## config.mk

```make
export PLATFORM = sky130hd
export DESIGN_NAME = router_iact_mc
export DESIGN_NICKNAME = d
export VERILOG_FILES = /design/src/rtl/router_pkg.sv /design/src/rtl/iact_fifo.sv /design/src/rtl/router_iact_mc.sv
export SDC_FILE = /design/constraint.sdc
export NUM_CORES = 1
export LEC_CHECK = 0
export CAP_MARGIN = 20
export CELL_PAD_IN_SITES_DETAIL_PLACEMENT = 1
export CELL_PAD_IN_SITES_GLOBAL_PLACEMENT = 1
export CORE_MARGIN = 10
export CORE_UTILIZATION = 30
export CTS_CLUSTER_SIZE = 20
export DETAILED_ROUTE_END_ITERATION = 7
export PLACE_DENSITY_LB_ADDON = 0.15
export SETUP_SLACK_MARGIN = 0.02
export SYNTH_ARGS = -nofsm -noshare
export SYNTH_HDL_FRONTEND = slang
export SYNTH_SLANG_ARGS = --single-unit
```

## constraint.sdc

```tcl
create_clock -name clk -period 3.02 [get_ports clk]
set_input_delay 0.604 -clock clk [delete_from_list [all_inputs] [get_ports clk]]
set_output_delay 0.604 -clock clk [all_outputs]
set_load 0.01 [all_outputs]
```

## src/rtl/router_pkg.sv

```systemverilog
// rtl/router_pkg.sv - shared state type and sizing helpers for the multicast iact router
package router_pkg;

    typedef enum logic [1:0] {
        ST_IDLE,
        ST_STREAM,
        ST_DRAIN,
        ST_DONE
    } state_t;

    // Two extra slots cover one word popping and one word landing in the same cycle.
    function automatic int fifo_depth(input int rd_latency);
        return rd_latency + 2;
    endfunction

    function automatic int ptr_width(input int depth);
        return (depth > 1) ? $clog2(depth) : 1;
    endfunction

endpackage

```

## src/rtl/iact_fifo.sv

```systemverilog
// rtl/iact_fifo.sv - synchronous FIFO with occupancy count, same-cycle push and pop
module iact_fifo
    import router_pkg::*;
#(
    parameter int WIDTH = 16,
    parameter int DEPTH = 3,
    parameter int CNT_W = ptr_width(DEPTH + 1)
) (
    input  logic             clk,
    input  logic             reset,
    input  logic             push,
    input  logic [WIDTH-1:0] push_data,
    input  logic             pop,
    output logic [WIDTH-1:0] pop_data,
    output logic             empty,
    output logic [CNT_W-1:0] count
);
    localparam int PTR_W = ptr_width(DEPTH);

    logic [WIDTH-1:0] mem_q [DEPTH];
    logic [PTR_W-1:0] wr_ptr_q, wr_ptr_d;
    logic [PTR_W-1:0] rd_ptr_q, rd_ptr_d;
    logic [CNT_W-1:0] count_q, count_d;
    logic             do_push, do_pop;

    always_comb begin
        do_push  = push && (count_q != CNT_W'(DEPTH));
        do_pop   = pop && (count_q != '0);
        wr_ptr_d = wr_ptr_q;
        rd_ptr_d = rd_ptr_q;
        if (do_push) begin
            wr_ptr_d = (wr_ptr_q == PTR_W'(DEPTH - 1)) ? '0 : wr_ptr_q + PTR_W'(1);
        end
        if (do_pop) begin
            rd_ptr_d = (rd_ptr_q == PTR_W'(DEPTH - 1)) ? '0 : rd_ptr_q + PTR_W'(1);
        end
        count_d = count_q + CNT_W'(do_push) - CNT_W'(do_pop);
    end

    always_ff @(posedge clk) begin
        if (reset) begin
            wr_ptr_q <= '0;
            rd_ptr_q <= '0;
            count_q  <= '0;
        end else begin
            wr_ptr_q <= wr_ptr_d;
            rd_ptr_q <= rd_ptr_d;
            count_q  <= count_d;
        end
    end

    always_ff @(posedge clk) begin
        if (do_push) begin
            mem_q[wr_ptr_q] <= push_data;
        end
    end

    assign pop_data = mem_q[rd_ptr_q];
    assign empty    = (count_q == '0);
    assign count    = count_q;

endmodule

```

## src/rtl/router_iact_mc.sv

```systemverilog
// rtl/router_iact_mc.sv - multicast iact router: GLB block reads broadcast to a masked set of PE spads
module router_iact_mc
    import router_pkg::*;
#(
    parameter int DATA_BITWIDTH     = 16,
    parameter int ADDR_BITWIDTH_GLB = 10,
    parameter int LEN_BITWIDTH      = 10,
    parameter int NUM_PE            = 3,
    parameter int GLB_RD_LATENCY    = 1,
    parameter int FIFO_DEPTH        = fifo_depth(GLB_RD_LATENCY)
) (
    input  logic                         clk,
    input  logic                         reset,
    input  logic                         start,
    input  logic [ADDR_BITWIDTH_GLB-1:0] base_addr,
    input  logic [LEN_BITWIDTH-1:0]      xfer_len,
    input  logic [NUM_PE-1:0]            pe_mask,
    input  logic [DATA_BITWIDTH-1:0]     r_data_glb_iact,
    output logic [ADDR_BITWIDTH_GLB-1:0] r_addr_glb_iact,
    output logic                         read_req_glb_iact,
    output logic [DATA_BITWIDTH-1:0]     w_data_spad,
    output logic [NUM_PE-1:0]            load_en_spad,
    input  logic [NUM_PE-1:0]            spad_ready,
    output logic                         busy,
    output logic                         done
);
    localparam int CNT_W = ptr_width(FIFO_DEPTH + 1);

    state_t                       state_q, state_d;
    logic [ADDR_BITWIDTH_GLB-1:0] addr_q, addr_d;
    logic [LEN_BITWIDTH-1:0]      rem_q, rem_d;
    logic [NUM_PE-1:0]            mask_q, mask_d;
    logic [GLB_RD_LATENCY-1:0]    vpipe_q, vpipe_d;
    logic [DATA_BITWIDTH-1:0]     wdata_q, wdata_d;
    logic [DATA_BITWIDTH-1:0]     fifo_head;
    logic [CNT_W-1:0]             fifo_count, inflight;
    logic [CNT_W:0]               occupied;
    logic                         fifo_empty, issue, fire, push;

    iact_fifo #(
        .WIDTH (DATA_BITWIDTH),
        .DEPTH (FIFO_DEPTH),
        .CNT_W (CNT_W)
    ) u_fifo (
        .clk       (clk),
        .reset     (reset),
        .push      (push),
        .push_data (r_data_glb_iact),
        .pop       (fire),
        .pop_data  (fifo_head),
        .empty     (fifo_empty),
        .count     (fifo_count)
    );

    always_comb begin
        inflight = '0;
        for (int i = 0; i < GLB_RD_LATENCY; i++) begin
            inflight = inflight + CNT_W'(vpipe_q[i]);
        end
        // A read is only issued if its word is guaranteed a FIFO slot when it lands.
        occupied = {1'b0, fifo_count} + {1'b0, inflight};
        issue    = (state_q == ST_STREAM) && (occupied < (CNT_W + 1)'(FIFO_DEPTH));
        push     = vpipe_q[GLB_RD_LATENCY-1];
        vpipe_d  = (vpipe_q << 1) | GLB_RD_LATENCY'(issue);
        fire     = !fifo_empty && ((spad_ready & mask_q) == mask_q);
        wdata_d  = fire ? fifo_head : wdata_q;

        state_d = state_q;
        addr_d  = addr_q;
        rem_d   = rem_q;
        mask_d  = mask_q;
        case (state_q)
            ST_IDLE: begin
                if (start) begin
                    addr_d  = base_addr;
                    rem_d   = xfer_len;
                    mask_d  = pe_mask;
                    state_d = (xfer_len == '0) ? ST_DONE : ST_STREAM;
                end
            end
            ST_STREAM: begin
                if (issue) begin
                    addr_d = addr_q + ADDR_BITWIDTH_GLB'(1);
                    rem_d  = rem_q - LEN_BITWIDTH'(1);
                    if (rem_q == LEN_BITWIDTH'(1)) begin
                        state_d = ST_DRAIN;
                    end
                end
            end
            ST_DRAIN: begin
                // Leave as the last word pops so done follows the final write by one cycle.
                if (inflight == '0 && (fifo_empty || (fifo_count == CNT_W'(1) && fire))) begin
                    state_d = ST_DONE;
                end
            end
            ST_DONE: state_d = ST_IDLE;
            default: state_d = ST_IDLE;
        endcase
    end

    always_ff @(posedge clk) begin
        if (reset) begin
            state_q <= ST_IDLE;
            addr_q  <= '0;
            rem_q   <= '0;
            mask_q  <= '0;
            vpipe_q <= '0;
            wdata_q <= '0;
        end else begin
            state_q <= state_d;
            addr_q  <= addr_d;
            rem_q   <= rem_d;
            mask_q  <= mask_d;
            vpipe_q <= vpipe_d;
            wdata_q <= wdata_d;
        end
    end

    assign r_addr_glb_iact   = addr_q;
    assign read_req_glb_iact = issue;
    assign w_data_spad       = wdata_d;
    assign load_en_spad      = fire ? mask_q : '0;
    assign busy              = (state_q != ST_IDLE);
    assign done              = (state_q == ST_DONE);

endmodule

```

==> results of run 1 <==
power groups by stage:
stage | Sequential (W) | Combinational [W] | Clock [W]
final | 0.00191 | 0.00268 | 0.00122
after global routing | 0.00196 | 0.00296 | 0.00131
after CTS | 0.00192 | 0.00268 | 0.00125
after detailed placement | 0.00194 | 0.00252 | 0
after global placement | 0.00193 | 0.00247 | 0
after floorplan | 0.00190 | 0.00161 | 0
critical path: cells and delay by family:
kind                   cells  cell delay (ns)
buffers and inverters      4             0.76
AND/OR/NAND/NOR            2             0.70
multiplexers               1             0.29
metrics by stage:
stage | total power, W | utilization | hold WS, ns | instances
2_1_floorplan | 0.00352 | - | 0.440 | 399
3_3_place_gp | 0.00439 | 0.376 | 0.463 | 652
3_5_place_dp | 0.00446 | 0.376 | 0.472 | 652
4_1_cts | 0.00585 | 0.405 | 0.484 | 680
5_1_grt | 0.00623 | 0.407 | 0.506 | 682
6_report | 0.00582 | 0.407 | 0.484 | 682
worst paths after layout:
kind              startpoint            endpoint  slack [ns]  cells after the start
min                mask_q[1]           mask_q[1]        0.48                      2
max reg2reg  u_fifo.count[0]  r_addr_glb_iact[4]        0.63                      6
min reg2reg        mask_q[1]           mask_q[1]        0.48                      2
max            spad_ready[0]     w_data_spad[10]        0.05                      7
kinds of logic after synthesis:
logic type,synth area share
mux,0.0994
compound gates,0.143
simple gates,0.140
flops,0.540
buf+inv,0.0401
fa+ha+maj,0.0332
xor+xnor,0.00388
cell type report:
type | count | area [um2]
flip-flops and latches | 98 | 2440
clock buffers | 10 | 250
inverters | 15 | 68.8
well taps | 184 | 230
multi-input cells | 264 | 1910
clock inverters | 6 | 68.8
fillers | 1613 | 8680
repair inverters | 3 | 33.8
repair buffers | 102 | 958
repair_timing:
action                                  in CTS  in global routing
hold endpoints to repair                     0                  0
pin swaps                                    1                  1
gates resized for setup                     61                  1
endpoints found under the setup margin      19                  2
setup buffers                                9                  1
cloned                                       3                  0
routing by layer:
layer  up-vias  wire length [um]  global-route usage  part of all wire
li1       1674                 -                   -                 -
met1      1687              5570               0.149              0.44
met2        64              6230               0.220              0.50
met3        11               630              0.0371             0.050
met4         0               105              0.0337            0.0084
met5         -                 0                   0                 0
flip-flops by register name, indices dropped and copies added (netlist names), named ones only:
register and flops:
wdata_q 16, u_fifo.rd_ptr_q 2, u_fifo.wr_ptr_q 2, push 1, u_fifo.mem_q 48, u_fifo.count 2, mask_q 3, r_addr_glb_iact 10
rem_q 10, state_q 2
placed cells by master, fill, tap and decap left out, types with 6 or more instances in the layout:
| master | count |
|---|---|
| nand2_1 | 34 |
| edfxtp_1 | 48 |
| mux2_4 | 15 |
| o311ai_0 | 6 |
| a21oi_1 | 21 |
| nor2_1 | 16 |
| dfxtp_1 | 50 |
| ha_1 | 12 |
| o21ai_0 | 23 |
| clkbuf_16 | 10 |
| a31oi_1 | 7 |
| o31ai_1 | 8 |
| buf_4 | 22 |
| inv_1 | 13 |
| nand3_1 | 10 |
| nor3_1 | 7 |
| clkdlybuf4s50_1 | 54 |
| and2_1 | 19 |
| mux2i_1 | 19 |
| dlygate4sd2_1 | 9 |
==> metrics.yaml, run 1 <==
synth_top_area_share: 0.319
cts_sinks: 98
final.setup.tns_ns: 0
pwr-share-clk: 0.210
period_needed_ns: 2.97
cts_made_buffers: 9
worstSetupEndpointType: "primary output"
vias: 3436
crit_top_cell: "dlygate4sd2_1"
hp-class: "reg -> reg"
yosysTopAreaCell: "edfxtp_1"
dieArea_um2: 20400
min_period_over_period: 0.983
clockRootBuffer: "clkbuf_16"
n_antenna_cell: 0
die_h_um: 143
ys_ff_latch: 98
synth_commonest_cells: "dfxtp_1, edfxtp_1, nand2_1"
ioPinCount: 77
powerDensity_nw_per_um2: 976
critPathArrivalTime_ns: 2.37
hold_buffers: 0
core_area_um2: 14600
max_clock_freq_ghz: 0.337
hpwl_um: 8390
grt_pass1_wl_um: 20500
area_growth_pct: 31.9
synth_cells: 399
worst_slack_ns: 0.0506
pre_cts_slack_ns: -0.388
initial_core_util: 0.309
ir_worst_vdd_mv: 0.284
yosysSeqAreaShare: 0.540
grt_max_degree: 34
cp_slowest_cell: "or4_4"
switchingPower_w: 0.00210
finalSetupViolCount: 0
wirelength_um: 12500
p_leak_nw: 2.23
cts_buffer_depth: 2
grt_pass1_vias: 3777
clk_latency_ns: 0.35
cp_data_required_time_ns: 2.42
fp-row-count: 44
drtIter0Drc: 112
io_buffers: 76
synth_enable_flop_cells: 48
synth_area_leaders: "edfxtp_1, dfxtp_1, mux2_4, mux2i_1, ha_1"
path_cells: "dlygate4sd2_1 > nor2b_4 > or4_4 > buf_12 > clkinv_8 > mux2_4 > dlygate4sd2_1"
gp_congestion: 0.718
status: "finished clean"
synth_fp_nets: 456
place_area_um2: 5510
htreeDepth: 3
criticalPathCategory: "in -> out"
crit_fanout: 5
netSwitchingFraction: 0.361
rsz0062_at_grt: "yes"
grt-ovfl-total: 0
synth_cell_types: 65
synth.most_common_cell: "dfxtp_1"
drc_errors: 0
layout-drive-gt1-share: 0.175
cts_tree: "built"
drv_slew: 0
avgRoutedWirePerCell_um: 18.4
cp-start-kind: "input port"
slew_headroom: 0.352
clk_pin_slew_worst_paths_ns: 0.07
firstDrtPassIters: 4
ys_warn_count: 0
p_int_w: 0.00372
seqPwrFrac: 0.329
ant_nets: 0
combPwrFrac: 0.461
vias_per_cell: 5.04
hold_viol_final: 0
tightest_slew_ns: 0.970
syn_avg_cell_area_um2: 11.3
finClkSkew_ns: 0.00880
antenna_found_initial: 0
die_x_um: 143
synthFlopType: "dfxtp_1"
stdcell_area_um2: 5960
synth_area_um2: 4520
max_cap_violations: 0
nets: 550
synthArstFlopShare: 0
critPathMaxStageDelay_ns: 0.65
grt_usage: 0.127
No activity file was read; power rests on OpenSTA's default activity.
==> run 2, diff against run 1 <==
==> constraint.sdc (replaced) <==
create_clock -name clk -period 3.8 [get_ports clk]
set_input_delay 0.76 -clock clk [delete_from_list [all_inputs] [get_ports clk]]
set_output_delay 0.76 -clock clk [all_outputs]
set_load 0.01 [all_outputs]
==> run 2 against run 1 <==
Effect of this change:
- worst setup slack improved by 0.014 ns
- count of clock-buffer cells in the layout is the same
- highest routed layer unchanged
- non-clock buffer count down 14
- critical path depth did not move
- worst hold slack gained 0.0035 ns
- first-iteration DRC count up 23%
- clock skew decreased by 0.0019 ns
- combinational power down 26%
==> metrics.yaml, run 2 (synthesis gave the netlist of run 1 again) <==
htreeDepth: 3
fp-row-count: 44
p_int_w: 0.00301
ant_nets: 0
dieArea_um2: 20400
drtIter0Drc: 138
firstDrtPassIters: 4
grt_pass1_wl_um: 19500
hp-class: "reg -> reg"
drc_errors: 0
grt_max_degree: 34
antenna_found_initial: 0
vias: 3360
dp.cells: 649
gp_congestion: 0.737
wirelength_um: 12200
final_common_cell: "clkdlybuf4s50_1"
seqPwrFrac: 0.332
netSwitchingFraction: 0.345
ioPinCount: 77
largest_reg_flops: 48
tightest_slew_ns: 1.00
clockRootBuffer: "clkbuf_16"
cp_data_required_time_ns: 3.04
combPwrFrac: 0.433
avgRoutedWirePerCell_um: 18.3
criticalPathCategory: "in -> out"
nFillCells: 1598
clk_latency_ns: 0.35
cts_made_buffers: 9
largest_registers: "u_fifo.mem_q: 48 flops, wdata_q: 16 flops"
worstSetupEndpointType: "primary output"
finalSetupViolCount: 0
grt_usage: 0.122
cp-start-kind: "input port"
final_cell_mix: "clkdlybuf4s50_1, dfxtp_1, edfxtp_1"
area_growth_pct: 29.8
powerDensity_nw_per_um2: 782
initial_core_util: 0.309
clk_pin_slew_worst_paths_ns: 0.07
final.setup.tns_ns: 0
critPathMaxStageDelay_ns: 0.57
vias_per_cell: 5.05
crit_top_cell: "clkdlybuf4s50_1"
min_period_over_period: 0.983
grt-ovfl-total: 0
layout-drive-gt1-share: 0.121
io_buffers: 76
final-instance-count-excl-fill: 666
die_h_um: 143
core_area_um2: 14600
crit_fanout: 10
die_x_um: 143
nets: 533
cts_sinks: 98
pwr-share-clk: 0.235
regMostFlops: "u_fifo.mem_q"
hold_viol_final: 0
cts_tree: "built"
max_cap_violations: 0
cp_slowest_cell: "or4_4"
period_needed_ns: 3.74
hold_buffers: 0
critPathArrivalTime_ns: 2.98
grt_pass1_vias: 3653
p_leak_nw: 2.11
finClkSkew_ns: 0.00693
drv_slew: 0
path_cells: "clkdlybuf4s50_1 > nor2b_4 > or4_4 > clkinv_4 > buf_12 > mux2_4 > clkdlybuf4s50_1"
switchingPower_w: 0.00158
rsz0062_at_grt: "no"
status: "finished clean"
cts_buffer_depth: 2
max_clock_freq_ghz: 0.268
hpwl_um: 8340
ir_worst_vdd_mv: 0.259
slew_headroom: 0.332
==> run 2: final timing paths <==
kind / from / endpoint / slack [ns] / cells after the start
setup / recovery: spad_ready[0] / w_data_spad[0] / 0.06 / 7
setup reg to reg: u_fifo.count[0] / r_addr_glb_iact[6] / 1.31 / 7
hold reg to reg: mask_q[2] / mask_q[2] / 0.49 / 2
hold / removal: mask_q[2] / mask_q[2] / 0.49 / 2
==> run 2: per-layer routing <==
layer  vias up  global-route usage  part of all wire
li1       1643                   -                 -
met1      1641               0.141              0.43
met2        67               0.210              0.50
met3         9              0.0418             0.055
met4         0              0.0331             0.010
met5         -                   0                 0
==> run 2: cell type report <==
cell class	instances	area, um2	share of cell area
clock inverter	6	119	0.0203
clock buffer	10	239	0.0407
antenna	1	2.50	0.000427
multi-input combinational	264	1910	0.325
sequential	98	2440	0.416
inverter	15	61.3	0.0105
tap	184	230	0.0392
timing repair buffer	88	866	0.148
==> run 2: metrics by stage <==
| step | total power [W] | worst slack [ns] | instance area, um2 | hold WS [ns] | util |
|---|---|---|---|---|---|
| after floorplan | 0.00280 | 1.16 | 4520 | 0.440 | - |
| after detailed placement | 0.00356 | 0.0447 | 5500 | 0.477 | 0.376 |
| after global placement | 0.00351 | 0.0733 | 5500 | 0.463 | 0.376 |
| after global routing | 0.00492 | 0.0238 | 5860 | 0.510 | 0.400 |
| final | 0.00459 | 0.0644 | 5870 | 0.488 | 0.401 |
| after CTS | 0.00467 | 0.0493 | 5860 | 0.492 | 0.400 |
==> run 2: power by group through the flow <==
| stage | combinational [W] | sequential (W) | clock, W |
|---|---|---|---|
| final | 0.00199 | 0.00152 | 0.00108 |
| after global routing | 0.00220 | 0.00156 | 0.00116 |
| after CTS | 0.00203 | 0.00152 | 0.00112 |
| after detailed placement | 0.00202 | 0.00154 | 0 |
| after global placement | 0.00198 | 0.00154 | 0 |
| after floorplan | 0.00128 | 0.00151 | 0 |
==> run 2: timing repair <==
item / in CTS / in global routing
endpoints found under the hold margin: 0 / 0
gates resized for setup: 0 / 1
setup endpoints to repair: 0 / 1
buffers inserted: 0 / 0
==> run 2: critical path: cells and delay by family <==
kind,cells,cell delay (ns)
buffers and inverters,4,1.27
and+or+nand+nor,2,0.62
muxes,1,0.31
